### src/rtl/jesd204b_adc_framer_emul_pkg.sv
// Shared JESD204B framer definitions: control characters, state encoding and
// the ILAS link-configuration octet builder (L=1, F=4, M=2, N=NP=16, S=1).
package jesd204b_adc_framer_emul_pkg;

  typedef enum logic [1:0] {
    ST_CGS  = 2'd0,
    ST_ILAS = 2'd1,
    ST_DATA = 2'd2
  } state_e;

  localparam logic [7:0] K28_0 = 8'h1C;
  localparam logic [7:0] K28_3 = 8'h7C;
  localparam logic [7:0] K28_4 = 8'h9C;
  localparam logic [7:0] K28_5 = 8'hBC;

  localparam logic [2:0] JESDV     = 3'd1;
  localparam logic [2:0] SUBCLASSV = 3'd1;
  localparam logic [4:0] L_M1      = 5'd0;
  localparam logic [7:0] F_M1      = 8'd3;
  localparam logic [7:0] M_M1      = 8'd1;
  localparam logic [4:0] N_M1      = 5'd15;
  localparam logic [4:0] NP_M1     = 5'd15;
  localparam logic [4:0] S_M1      = 5'd0;

  localparam logic [14:0] SCR_SEED = 15'h7FFF;

  function automatic logic [7:0] cfg_field(input logic [3:0] idx, input logic [7:0] did,
                                           input logic [3:0] bid, input logic [4:0] lid,
                                           input logic scr, input logic [4:0] k_m1);
    logic [7:0] res;
    case (idx)
      4'd0:    res = did;
      4'd1:    res = {4'h0, bid};
      4'd2:    res = {3'b000, lid};
      4'd3:    res = {scr, 2'b00, L_M1};
      4'd4:    res = F_M1;
      4'd5:    res = {3'b000, k_m1};
      4'd6:    res = M_M1;
      4'd7:    res = {3'b000, N_M1};
      4'd8:    res = {SUBCLASSV, NP_M1};
      4'd9:    res = {JESDV, S_M1};
      default: res = 8'h00;
    endcase
    return res;
  endfunction

  function automatic logic [7:0] cfg_octet(input logic [3:0] idx, input logic [7:0] did,
                                           input logic [3:0] bid, input logic [4:0] lid,
                                           input logic scr, input logic [4:0] k_m1);
    logic [7:0] sum;
    sum = 8'h00;
    for (int i = 0; i < 13; i++) sum = sum + cfg_field(4'(i), did, bid, lid, scr, k_m1);
    return (idx == 4'd13) ? sum : cfg_field(idx, did, bid, lid, scr, k_m1);
  endfunction

  // Returns {k_flag, octet} for one ILAS octet; position = frame*4 + byte lane.
  function automatic logic [8:0] ilas_octet(input logic [1:0] mf, input logic [4:0] frame,
                                            input logic [1:0] lane_byte, input logic [4:0] k_m1,
                                            input logic [7:0] did, input logic [3:0] bid,
                                            input logic [4:0] lid, input logic scr);
    logic [7:0] pos;
    logic [8:0] res;
    pos = {1'b0, frame, lane_byte};
    res = {1'b0, pos};
    if (frame == 5'd0 && lane_byte == 2'd0)            res = {1'b1, K28_0};
    else if (frame == k_m1 && lane_byte == 2'd3)       res = {1'b1, K28_3};
    else if (mf == 2'd1 && pos == 8'd1)                res = {1'b1, K28_4};
    else if (mf == 2'd1 && pos >= 8'd2 && pos <= 8'd15)
      res = {1'b0, cfg_octet(4'(pos - 8'd2), did, bid, lid, scr, k_m1)};
    return res;
  endfunction

endpackage

### src/rtl/jesd204b_adc_framer_emul_scrambler.sv
// 32-bit parallel self-synchronous scrambler, 1 + x^14 + x^15. Octet 0 goes
// first on the line, MSB first within each octet.
module jesd204b_scrambler_32
  import jesd204b_adc_framer_emul_pkg::*;
(
  input  logic        clk,
  input  logic        reset_b,
  input  logic        init,
  input  logic        en,
  input  logic [31:0] din,
  output logic [31:0] dout
);

  logic [14:0] state_q, state_d;
  logic [14:0] hist;
  logic        bit_s;

  always_comb begin
    // NOTE: every variable gets a default before any branch, so no latch can be inferred.
    hist  = state_q;
    bit_s = 1'b0;
    dout  = din;
    for (int t = 0; t < 32; t++) begin
      bit_s = din[t ^ 7] ^ hist[13] ^ hist[14];
      if (en) dout[t ^ 7] = bit_s;
      hist = {hist[13:0], bit_s};
    end
    if (init)    state_d = SCR_SEED;
    else if (en) state_d = hist;
    else         state_d = state_q;
  end

  always_ff @(posedge clk) begin
    // NOTE: sequential state uses non-blocking assignments so every flop samples pre-edge values.
    if (!reset_b) state_q <= SCR_SEED;
    else          state_q <= state_d;
  end

endmodule

### src/rtl/jesd204b_adc_framer_emul.sv
// Single-lane JESD204B subclass-1 converter-side framer: LMFC, CGS/ILAS/DATA
// sequencing, sync_b filtering and a registered 32-bit GT word (F=4, one frame per clock).
module jesd204b_adc_framer_emul
  import jesd204b_adc_framer_emul_pkg::*;
#(
  parameter int unsigned K          = 32,
  parameter logic [7:0]  DID        = 8'h00,
  parameter logic [3:0]  BID        = 4'h0,
  parameter int unsigned SYNC_LOW_N = 8
) (
  input  logic        clk,
  input  logic        reset_b,
  input  logic        sysref,
  input  logic        sync_b,
  input  logic        scrambler_is_on,
  input  logic [4:0]  lane_id,
  input  logic [15:0] tx_data_i,
  input  logic [15:0] tx_data_q,
  output logic [31:0] tx_par_data,
  output logic [3:0]  tx_datak,
  output logic        lmfc,
  output logic [1:0]  state_out,
  output logic [15:0] err_report_cnt
);

  localparam int             LOW_W = $clog2(SYNC_LOW_N + 1);
  localparam logic [4:0]     K_M1  = 5'(K - 1);
  localparam logic [LOW_W-1:0] LOW_N = LOW_W'(SYNC_LOW_N);

  state_e            state_q, state_d;
  logic [4:0]        lmfc_cnt_q, lmfc_cnt_d;
  logic              sysref_q;
  logic              lmfc_q;
  logic [1:0]        ilas_mf_q, ilas_mf_d;
  logic [4:0]        ilas_frame_q, ilas_frame_d;
  logic              scr_on_q, scr_on_d;
  logic [LOW_W-1:0]  low_run_q, low_run_d;
  logic [15:0]       err_cnt_q, err_cnt_d;
  logic [31:0]       par_data_q, par_data_d;
  logic [3:0]        datak_q, datak_d;
  logic              resync, short_pulse;
  logic              scr_init, scr_en;
  logic [31:0]       scr_din, scr_dout;
  logic [31:0]       ilas_word;
  logic [3:0]        ilas_k;

  always_comb begin
    if (sysref && !sysref_q)      lmfc_cnt_d = '0;
    else if (lmfc_cnt_q == K_M1)  lmfc_cnt_d = '0;
    else                          lmfc_cnt_d = lmfc_cnt_q + 5'd1;
  end

  // Run length of consecutive sync_b-low clocks, saturating at SYNC_LOW_N.
  always_comb begin
    if (sync_b)                 low_run_d = '0;
    else if (low_run_q == LOW_N) low_run_d = low_run_q;
    else                        low_run_d = low_run_q + LOW_W'(1);
    resync      = (low_run_d == LOW_N) && (state_q != ST_CGS);
    short_pulse = sync_b && (low_run_q != '0) && (low_run_q < LOW_N) && (state_q == ST_DATA);
    err_cnt_d   = (short_pulse && err_cnt_q != 16'hFFFF) ? err_cnt_q + 16'd1 : err_cnt_q;
  end

  always_comb begin
    state_d      = state_q;
    ilas_mf_d    = ilas_mf_q;
    ilas_frame_d = ilas_frame_q;
    scr_on_d     = scr_on_q;
    unique case (state_q)
      ST_CGS: begin
        if (sync_b && lmfc_cnt_q == K_M1) begin
          state_d      = ST_ILAS;
          scr_on_d     = scrambler_is_on;
          ilas_mf_d    = '0;
          ilas_frame_d = '0;
        end
      end
      ST_ILAS: begin
        if (resync) begin
          state_d = ST_CGS;
        end else if (ilas_frame_q == K_M1) begin
          ilas_frame_d = '0;
          if (ilas_mf_q == 2'd3) state_d = ST_DATA;
          else                   ilas_mf_d = ilas_mf_q + 2'd1;
        end else begin
          ilas_frame_d = ilas_frame_q + 5'd1;
        end
      end
      ST_DATA: begin
        if (resync) state_d = ST_CGS;
      end
      default: state_d = ST_CGS;
    endcase
  end

  // The output register is loaded with the word belonging to the next state.
  always_comb begin
    ilas_word = '0;
    ilas_k    = '0;
    for (int j = 0; j < 4; j++) begin
      {ilas_k[j], ilas_word[8*j +: 8]} = ilas_octet(ilas_mf_d, ilas_frame_d, 2'(j), K_M1,
                                                    DID, BID, lane_id, scr_on_q);
    end
  end

  assign scr_init = (state_q == ST_CGS) && (state_d == ST_ILAS);
  assign scr_en   = (state_d == ST_DATA) && scr_on_q;
  assign scr_din  = {tx_data_q[7:0], tx_data_q[15:8], tx_data_i[7:0], tx_data_i[15:8]};

  jesd204b_scrambler_32 u_scrambler (
    .clk     (clk),
    .reset_b (reset_b),
    .init    (scr_init),
    .en      (scr_en),
    .din     (scr_din),
    .dout    (scr_dout)
  );

  always_comb begin
    par_data_d = {4{K28_5}};
    datak_d    = 4'hF;
    unique case (state_d)
      ST_ILAS: begin
        par_data_d = ilas_word;
        datak_d    = ilas_k;
      end
      ST_DATA: begin
        par_data_d = scr_dout;
        datak_d    = 4'h0;
      end
      default: ;
    endcase
  end

  always_ff @(posedge clk) begin
    // NOTE: reset is synchronous and covers every register, so a mid-run reset_b
    // restores the complete idle image on the following edge.
    if (!reset_b) begin
      state_q      <= ST_CGS;
      lmfc_cnt_q   <= '0;
      sysref_q     <= 1'b0;
      lmfc_q       <= 1'b0;
      ilas_mf_q    <= '0;
      ilas_frame_q <= '0;
      scr_on_q     <= 1'b0;
      low_run_q    <= '0;
      err_cnt_q    <= '0;
      par_data_q   <= {4{K28_5}};
      datak_q      <= 4'hF;
    end else begin
      state_q      <= state_d;
      lmfc_cnt_q   <= lmfc_cnt_d;
      sysref_q     <= sysref;
      lmfc_q       <= (lmfc_cnt_d == 5'd0);
      ilas_mf_q    <= ilas_mf_d;
      ilas_frame_q <= ilas_frame_d;
      scr_on_q     <= scr_on_d;
      low_run_q    <= low_run_d;
      err_cnt_q    <= err_cnt_d;
      par_data_q   <= par_data_d;
      datak_q      <= datak_d;
    end
  end

  assign tx_par_data    = par_data_q;
  assign tx_datak       = datak_q;
  assign lmfc           = lmfc_q;
  assign state_out      = state_q;
  assign err_report_cnt = err_cnt_q;

endmodule
### config.mk
export PLATFORM = sky130hd
export DESIGN_NAME = jesd204b_adc_framer_emul
export DESIGN_NICKNAME = d
export VERILOG_FILES = /design/src/rtl/jesd204b_adc_framer_emul_pkg.sv /design/src/rtl/jesd204b_adc_framer_emul_scrambler.sv /design/src/rtl/jesd204b_adc_framer_emul.sv
export SDC_FILE = /design/constraint.sdc
export NUM_CORES = 1
export LEC_CHECK = 0
export BUFFER_PORTS_ARGS = -buffer_cell sky130_fd_sc_hd__buf_2
export CAP_MARGIN = 20
export CORE_AREA = 8 8 180 131
export DETAILED_ROUTE_END_ITERATION = 12
export DIE_AREA = 0 0 188 139
export HOLD_SLACK_MARGIN = 0.12
export PLACE_DENSITY_LB_ADDON = 0.12
export SYNTH_ARGS = -nofsm -noshare
export SYNTH_HDL_FRONTEND = slang
export SYNTH_SLANG_ARGS = --single-unit
### constraint.sdc
create_clock -name clk -period 3 [get_ports clk]
set_clock_uncertainty 0.2 [all_clocks]
set_input_delay 0.3 -clock clk [delete_from_list [all_inputs] [get_ports clk]]
set_output_delay 0.3 -clock clk [all_outputs]
set_load 0.02 [all_outputs]
Yosys cells after proc, flatten, opt, wreduce, memory -nomap -nowiden
Index checks and enable logic that the tools add are counted.
Operators by class
  mux-type cells: 131
  reductions and logical operators: 24
  bitwise gates (word level): 65
  add/subtract/negate cells: 57
  magnitude comparators: 7
  equal/unequal tests: 48
Operator list (number)
  2-to-1 mux 8 bit: 71
  adder 8 bit: 48
  case mux 8 bit (8 select lines): 4
  equality test 4 x 3 -> 1 bit, second input constant: 16
  case mux 32 bit (2 select lines): 1
  XOR 1 bit: 64
  equality test 4 bit, second input constant: 14
  equality test 4 x 2 -> 1 bit, second input constant: 8
  2-to-1 mux 1 bit: 32
  less-or-equal comparator 7 x 4 -> 1 bit, second input constant: 4
  2-to-1 mux 9 bit: 3
  2-to-1 mux 5 bit: 5
  2-to-1 mux 2 bit: 9
  adder 16 x 1 -> 16 bit, second input constant: 1
  logical AND 1 bit: 16
  != test 16 bit, second input constant: 1
  subtractor 4 x 2 -> 4 bit, second input constant: 4
  equality test 5 bit, second input constant: 3
  >= comparator 7 x 2 -> 1 bit, second input constant: 2
  adder 5 x 1 -> 5 bit, second input constant: 2
  logical NOT 5 bit: 2
  case mux 5 bit (2 select lines): 1
  2-to-1 mux 4 bit: 2
  case mux 4 bit (2 select lines): 1
  14 further kinds: 18
Word-level totals
  bits in registers: 88
  input bits: 42
  output and inout bits: 55

Logic depth before layout (Yosys ltp)
  depth after elaboration: 28
  gate-level depth with buffers: 14
  mapped depth without buffers: 12

Modules after synthesis
Synthesis repeated with hierarchy kept, for this count alone.
Unflattened totals
  cell total of the unflattened synthesis: 627
  area total of the unflattened synthesis: 5297.6 µm²
Modules (own cells, without submodules)
  jesd204b_adc_framer_emul: cells an instance 410, instances 1, seq. area each 1461.4 µm², area an instance 3584.7 µm²
  jesd204b_scrambler_32: cells an instance 217, instances 1, seq. area each 300.3 µm², area an instance 1712.9 µm²

Worst setup path after synthesis
Ideal clock, no wire load.
  path type: register to register
  start point: reg low_run_q[0]
  end point: reg par_data_q[25] (netlist: tx_par_data[25])
  library setup time: 0.125 ns
  setup slack: -0.279 ns
  cell stages (with the launch flop): 13
  clock period less this slack: 3.279 ns
  path buffers: 1
  arrival: 2.953 ns
  path through: dfxtp_1 inv_1 ha_1 and3b_1 mux2_2 o31ai_2 mux2_2 inv_1 ha_1 clkbuf_1 and4_1 or3_1 o22ai_1
Between the ends
  cells in the longest elaborated chain, start to end: 14
  elaborated cells on any way between the ends: 36
  those cells by class: add/sub: 2; order compare: 1; eq/ne: 15; mux: 15; reduce/logical: 3
Ends and longest elaborated chain
  start: declaration: line jesd204b_adc_framer_emul.sv:37  | logic [LOW_W-1:0] low_run_q, low_run_d;
  start signal: assignment: line jesd204b_adc_framer_emul.sv:157  | low_run_q <= low_run_d;
  adder 4 x 1 -> 4 bit or equality test 4 bit (tied branches): line jesd204b_adc_framer_emul.sv:57, jesd204b_adc_framer_emul.sv:56
  2-to-1 mux 4 bit *: line jesd204b_adc_framer_emul.sv:56  | else if (low_run_q == LOW_N) low_run_d = low_run_q;
  2-to-1 mux 4 bit *: line jesd204b_adc_framer_emul.sv:55  | if (sync_b) low_run_d = '0;
  equality test 4 bit *: line jesd204b_adc_framer_emul.sv:58  | resync = (low_run_d == LOW_N) && (state_q != ST_CGS);
  logical AND 1 bit *: line jesd204b_adc_framer_emul.sv:58
  2-to-1 mux 5 bit *: line jesd204b_adc_framer_emul.sv:78  | if (resync) begin
  case mux 5 bit (2 select lines) *: line jesd204b_adc_framer_emul.sv:68  | unique case (state_q)
  named net ilas_frame_d[0]: line jesd204b_adc_framer_emul.sv:35  | logic [4:0] ilas_frame_q, ilas_frame_d;
  subtractor 4 x 2 -> 4 bit: line jesd204b_adc_framer_emul_pkg.sv:69  | res = {1'b0, cfg_octet(4'(pos - 8'd2), did, bid, lid, scr, k_m1)};
  equality test 4 bit, or another cell as far along: line jesd204b_adc_framer_emul_pkg.sv:31  | case (idx)
  case mux 8 bit (8 select lines): line jesd204b_adc_framer_emul_pkg.sv:31
  2-to-1 mux 8 bit: line jesd204b_adc_framer_emul_pkg.sv:53  | return (idx == 4'd13) ? sum : cfg_field(idx, did, bid, lid, scr, k_m1);
  2-to-1 mux 8 bit: line jesd204b_adc_framer_emul_pkg.sv:68  | else if (mf == 2'd1 && pos >= 8'd2 && pos <= 8'd15)
  2-to-1 mux 9 bit *: line jesd204b_adc_framer_emul_pkg.sv:66  | else if (frame == k_m1 && lane_byte == 2'd3) res = {1'b1, K28_3};
  case mux 32 bit (2 select lines) *: line jesd204b_adc_framer_emul.sv:121  | unique case (state_d)
  end signal: assignment: line jesd204b_adc_framer_emul.sv:147  | par_data_q <= {4{K28_5}};
  end signal: assignment: line jesd204b_adc_framer_emul.sv:159  | par_data_q <= par_data_d;
  end: declaration: line jesd204b_adc_framer_emul.sv:39  | logic [31:0] par_data_q, par_data_d;
Mark *: on every way through the listed nets, which the timed path passes. The rest lies on a longest branch.
A chain may end at the register's enable or synchronous reset.

Worst setup path after layout
  start point: reg low_run_q[1]
  end point: reg par_data_q[24] (netlist: tx_par_data[24])
Same word-level chain as after synthesis.

==> impl.org <==
** Route
- Wire segments on met2 add up to 7.57 mm in the final route.
- In this run the remaining antenna-violating nets after routing total 0.
- Met1 Wirelength :: 9.19 mm
- The final layout contains routed wiring with a total length of 18.0 mm.
- Dividing the detail-routed wire length by the instance count gives 16.7 um.
- After detailed routing, the number of remaining DRC violations is 0.
- Initial DRT Pass Iterations :: 7
- Ratio of routed vias to standard cells :: 4.52
- Number of design-rule violations left by the first detailed-router iteration :: 291
- The detailed router used layers up to and including met5.
- Summed over all nets, wire length on met3 after detailed routing comes to 1.10 mm.
- The final route contains 4896 vias.

** Clock network
- TritonCTS built the clock tree.
- In this run the deepest clock path goes through 2 buffers.
- Number of buffers added by the clock tree synthesis step :: 9
- The root buffer cell chosen for the clock tree is sky130_fd_sc_hd__clkbuf_16.
- CTS saw 88 sinks.
- The clock tree synthesis step divided the H-tree into 3 levels.
- Clock-pin slew was measured on the worst setup and hold paths at 70 ps.
- Clk Latency, worst-skew pair :: 350 ps

** Setup path
- Measured in cells, the most critical reg-to-reg path has a length of 11.
- Critical Path End Type :: flip-flop
- Series of cell instances along the critical path :: inv_2, ha_4, and3b_2, mux2_4, o311a_1, a221o_2, buf_12, ha_4, and4_4, or3_4, o22ai_2
- Max stage delay cell, worst path :: sky130_fd_sc_hd__a221o_2
- The most critical setup path has its endpoint at tx_par_data[24]$_SDFF_PN0_.
- Of all nets on the critical path, the largest fanout is 6.
- Counting stages on the worst path, the most repeated cell is sky130_fd_sc_hd__ha_4.
- At the worst endpoint, the required time is 3090 ps.
- The critical path is of the flip-flop to flip-flop type.
- The setup check on the worst reg-to-reg path leaves a slack of -170 ps.
- Reg-to-reg critical path startpoint :: low_run_q[1]$_SDFF_PN0_
- Reg-to-Reg End :: tx_par_data[24]$_SDFF_PN0_
- Max stage delay on crit path :: 450 ps
- Launch point of the worst path :: low_run_q[1]$_SDFF_PN0_
- STA classifies the critical path startpoint as a flip-flop.
- Data on the critical path arrives at its endpoint at 3260 ps.

** Final layout
- The filler cells instantiated in the layout total 2164.
- Cells fill 35.8% of the core in the end.
- The library cell used most frequently in the layout, excluding fill and tap cells, is sky130_fd_sc_hd__buf_2.
- Fraction of final layout cells with drive strength greater than 1 :: 36.1%
- In the layout the commonest cells are sky130_fd_sc_hd__buf_2, sky130_fd_sc_hd__dfxtp_1, sky130_fd_sc_hd__xnor2_1.
- Layout area overhead :: 47.0%
- Diodes inserted :: 0
- At the end of the flow, the number of nets in the layout was 852.

** Synth
- Async SR Flop Fraction :: 0%
- The share of the Yosys chip area taken by registers is 34.5%.
- Main combinational cell family by area after synthesis :: XOR/XNOR gates
- The synthesized netlist devotes 20.3% of its cell area to simple gates.
- Proportion of synthesized area in mux cells :: 1.25%
- The cell area that synthesis handed to floorplanning was 5110 um2.
- Synthesis produced 615 cells.
- Summing the areas of all compound-gate instances in the mapped netlist gives 14.2% of the synthesized area.
- Summing the areas of all fa, ha and maj instances in the mapped netlist gives 3.67% of the synthesized area.
- Number of warnings issued by yosys :: 0
- Yosys mapped a number of flops with a built-in enable equal to 0.
- Xor-xnor portion of the synthesized cell area :: 22.0%
- In this run the biggest area consumer among cell types represents 34.5% of the synthesized area.
- Post-synthesis area per instance :: 8.31 um2
- Number of synthesized register bits :: 88
- Ranked by total cell area, the synthesized netlist is headed by sky130_fd_sc_hd__dfxtp_1, sky130_fd_sc_hd__xnor2_1, sky130_fd_sc_hd__xor2_1.
- Net count of the mapped netlist :: 672
- Cell variety after synth :: 59
- Predominant post-synthesis flop cell :: sky130_fd_sc_hd__dfxtp_1
- Dominant cell type by area after synthesis :: sky130_fd_sc_hd__dfxtp_1

** Hold path
- The startpoint identified for the worst hold timing path is lane_id[4].
- Path type of the worst min-delay path :: input port to flip-flop

** Place
- During placement, the flow inserted port buffers numbering 96.
- Routability congestion estimate from global placement :: 0.828
- Once detailed placement completed, the half-perimeter wirelength came to 13.7 mm.

** GRT
- Entering global routing, the biggest net connects 31 pins.
- Summed over all layers, the global routing overflow is 0.
- The via count of the first global-routing pass is 4839.
- Antenna violations before repair :: 1
- Global routing used 13.3% of the available tracks across all layers.
- The first global-routing pass estimated 27.7 mm of wire.

** STA
- The number of failing hold endpoints at the final stage was 0.
- In the post-route analysis, the smallest setup slack over all paths is -172 ps.
- At the pin with the least slew margin, the transition time is 504 ps.
- Final Critical Period :: 3170 ps
- Setup violators final :: 16
- Worst hold-check slack :: 136 ps
- Setup repair after global routing could not meet its margin everywhere.
- For this run, the top clock speed supported by timing is 315 MHz.
- Max-slew headroom at the worst pin :: 65.5%
- Final clock period utilization by the worst path :: 106%
- Setup Total Neg Slack :: -1400 ps
- The number of pins exceeding their max-slew limit in the final report is 0.

** Power and ir drop
- Maximum vdd ir drop :: 0.240 mV
- Leak Pwr :: 0.00300 uW
- Power density normalized to cell area :: 349 nW/um2
- Sum of internal, switching and leakage power :: 2620 uW

** Floorplanning
- Std-Cell Core Area :: 21000 um2
- Site row count :: 45
- The die covers 26100 um2.
- In this run the count of I/O pins placed on the die edge is 97.
- Die Span Y :: 139 um
- For this configuration, the core starts out at a cell density of 24.3%.
- Die Wd :: 188 um

** Run status
- The flow ran to the end, but the final reports show violations.
- The checks that failed: setup timing.

** Flow run
- The tool flagged a number of max-cap violations equal to 0.
[cells by family (layout without fill, tap and decap cells)]
logic type / count (synthesis) / after routing
muxes: 6 / 6
and+or+nand+nor: 220 / 220
DFF: 88 / 88
buffers and inverters: 55 / 240
AOI/OAI and AO/OA: 104 / 104
adders and majority gates: 15 / 15
xor gates and xnor gates: 127 / 127
[stage by stage]
| stage | cells | setup WS [ps] | area, um2 |
|---|---|---|---|
| after floorplan | 615 | -84.4 | 5200 |
| after global placement | 1026 | -130 | 6410 |
| after detailed placement | 1026 | -168 | 6410 |
| after CTS | 1071 | -132 | 7110 |
| after global routing | 1082 | -229 | 7510 |
| final | 1082 | -172 | 7510 |
[how the worst min path moves through the flow]
stage,end,slack (ps),cells after the start
floorplan,sysref_q$_SDFF_PN0_,220,1
global placement,err_report_cnt[13]$_SDFFE_PN0P_,290,2
detailed placement,err_report_cnt[13]$_SDFFE_PN0P_,290,2
CTS,tx_par_data[29]$_SDFF_PN1_,140,4
global route,tx_par_data[4]$_SDFF_PN1_,160,3
finish,tx_par_data[4]$_SDFF_PN1_,140,3
[area by class of cell]
type	instances	area, um2	share of cell area (%)
multi-input combinational	472	3560	47.4
sequential	88	1770	23.5
timing repair buffer	204	1450	19.3
tap	282	353	4.70
clock buffer	9	225	3.00
inverter	20	82.6	1.10
clock inverter	7	68.8	0.916
[sequential cells by signal, indices dropped and copies added (netlist names)]
register	count
scr_on_q	1
state_out	2
lmfc	1
low_run_q	4
u_scrambler.state_q	15
err_report_cnt	16
tx_par_data	32
lmfc_cnt_q	5
ilas_mf_q	2
tx_datak	4
ilas_frame_q	5
sysref_q	1
[per-layer routing]
metal / track usage, % / vias up
met5: 0 / -
met4: 2.61 / 2
met3: 4.12 / 20
met2: 19.1 / 113
met1: 19.1 / 2323
li1: - / 2438
[critical path: cells and delay by family (launching register included)]
family          cells  cell delay [ps]
compound gates      3              910
fa+ha+maj           2              340
buf+inv             2              210
flops               1              360
mux                 1              330
simple gates        3              750
[cells in the mapped netlist, drive strengths merged (2+ instances only)]
library cell / instances
nand2: 91
dfxtp: 88
xnor2: 85
nor2: 51
xor2: 41
clkbuf: 33
a21oi: 31
nand3: 21
inv: 18
o211ai: 18
ha: 15
o21ai: 15
nand4: 9
and3: 8
nand2b: 7
a31oi: 6
and2: 6
nor2b: 6
o22ai: 5
or3: 5
a21o: 4
nor3: 4
o2111ai: 4
o32ai: 4
mux2: 3
mux2i: 3
nor4: 3
o31ai: 3
or2: 3
a2111oi: 2
a211o: 2
and4: 2
buf: 2
clkinv: 2
[power by group]
| group | switching, uW | total [uW] | internal, uW |
|---|---|---|---|
| Clock | 558 | 1150 | 589 |
| Sequential | 3.29 | 1180 | 1170 |
| Combinational | 158 | 301 | 143 |
| Total | 719 | 2620 | 1900 |
[what timing repair did]
action / CTS / global route
buffers inserted: 9 / 11
pin swaps: 15 / 28
cloned: 0 / 1
resized for setup: 35 / 69
hold buffers: 20 / 0
endpoints found under the setup margin: 18 / 41
hold endpoints to repair: 23 / 0
No activity file was read; power rests on OpenSTA's default activity.
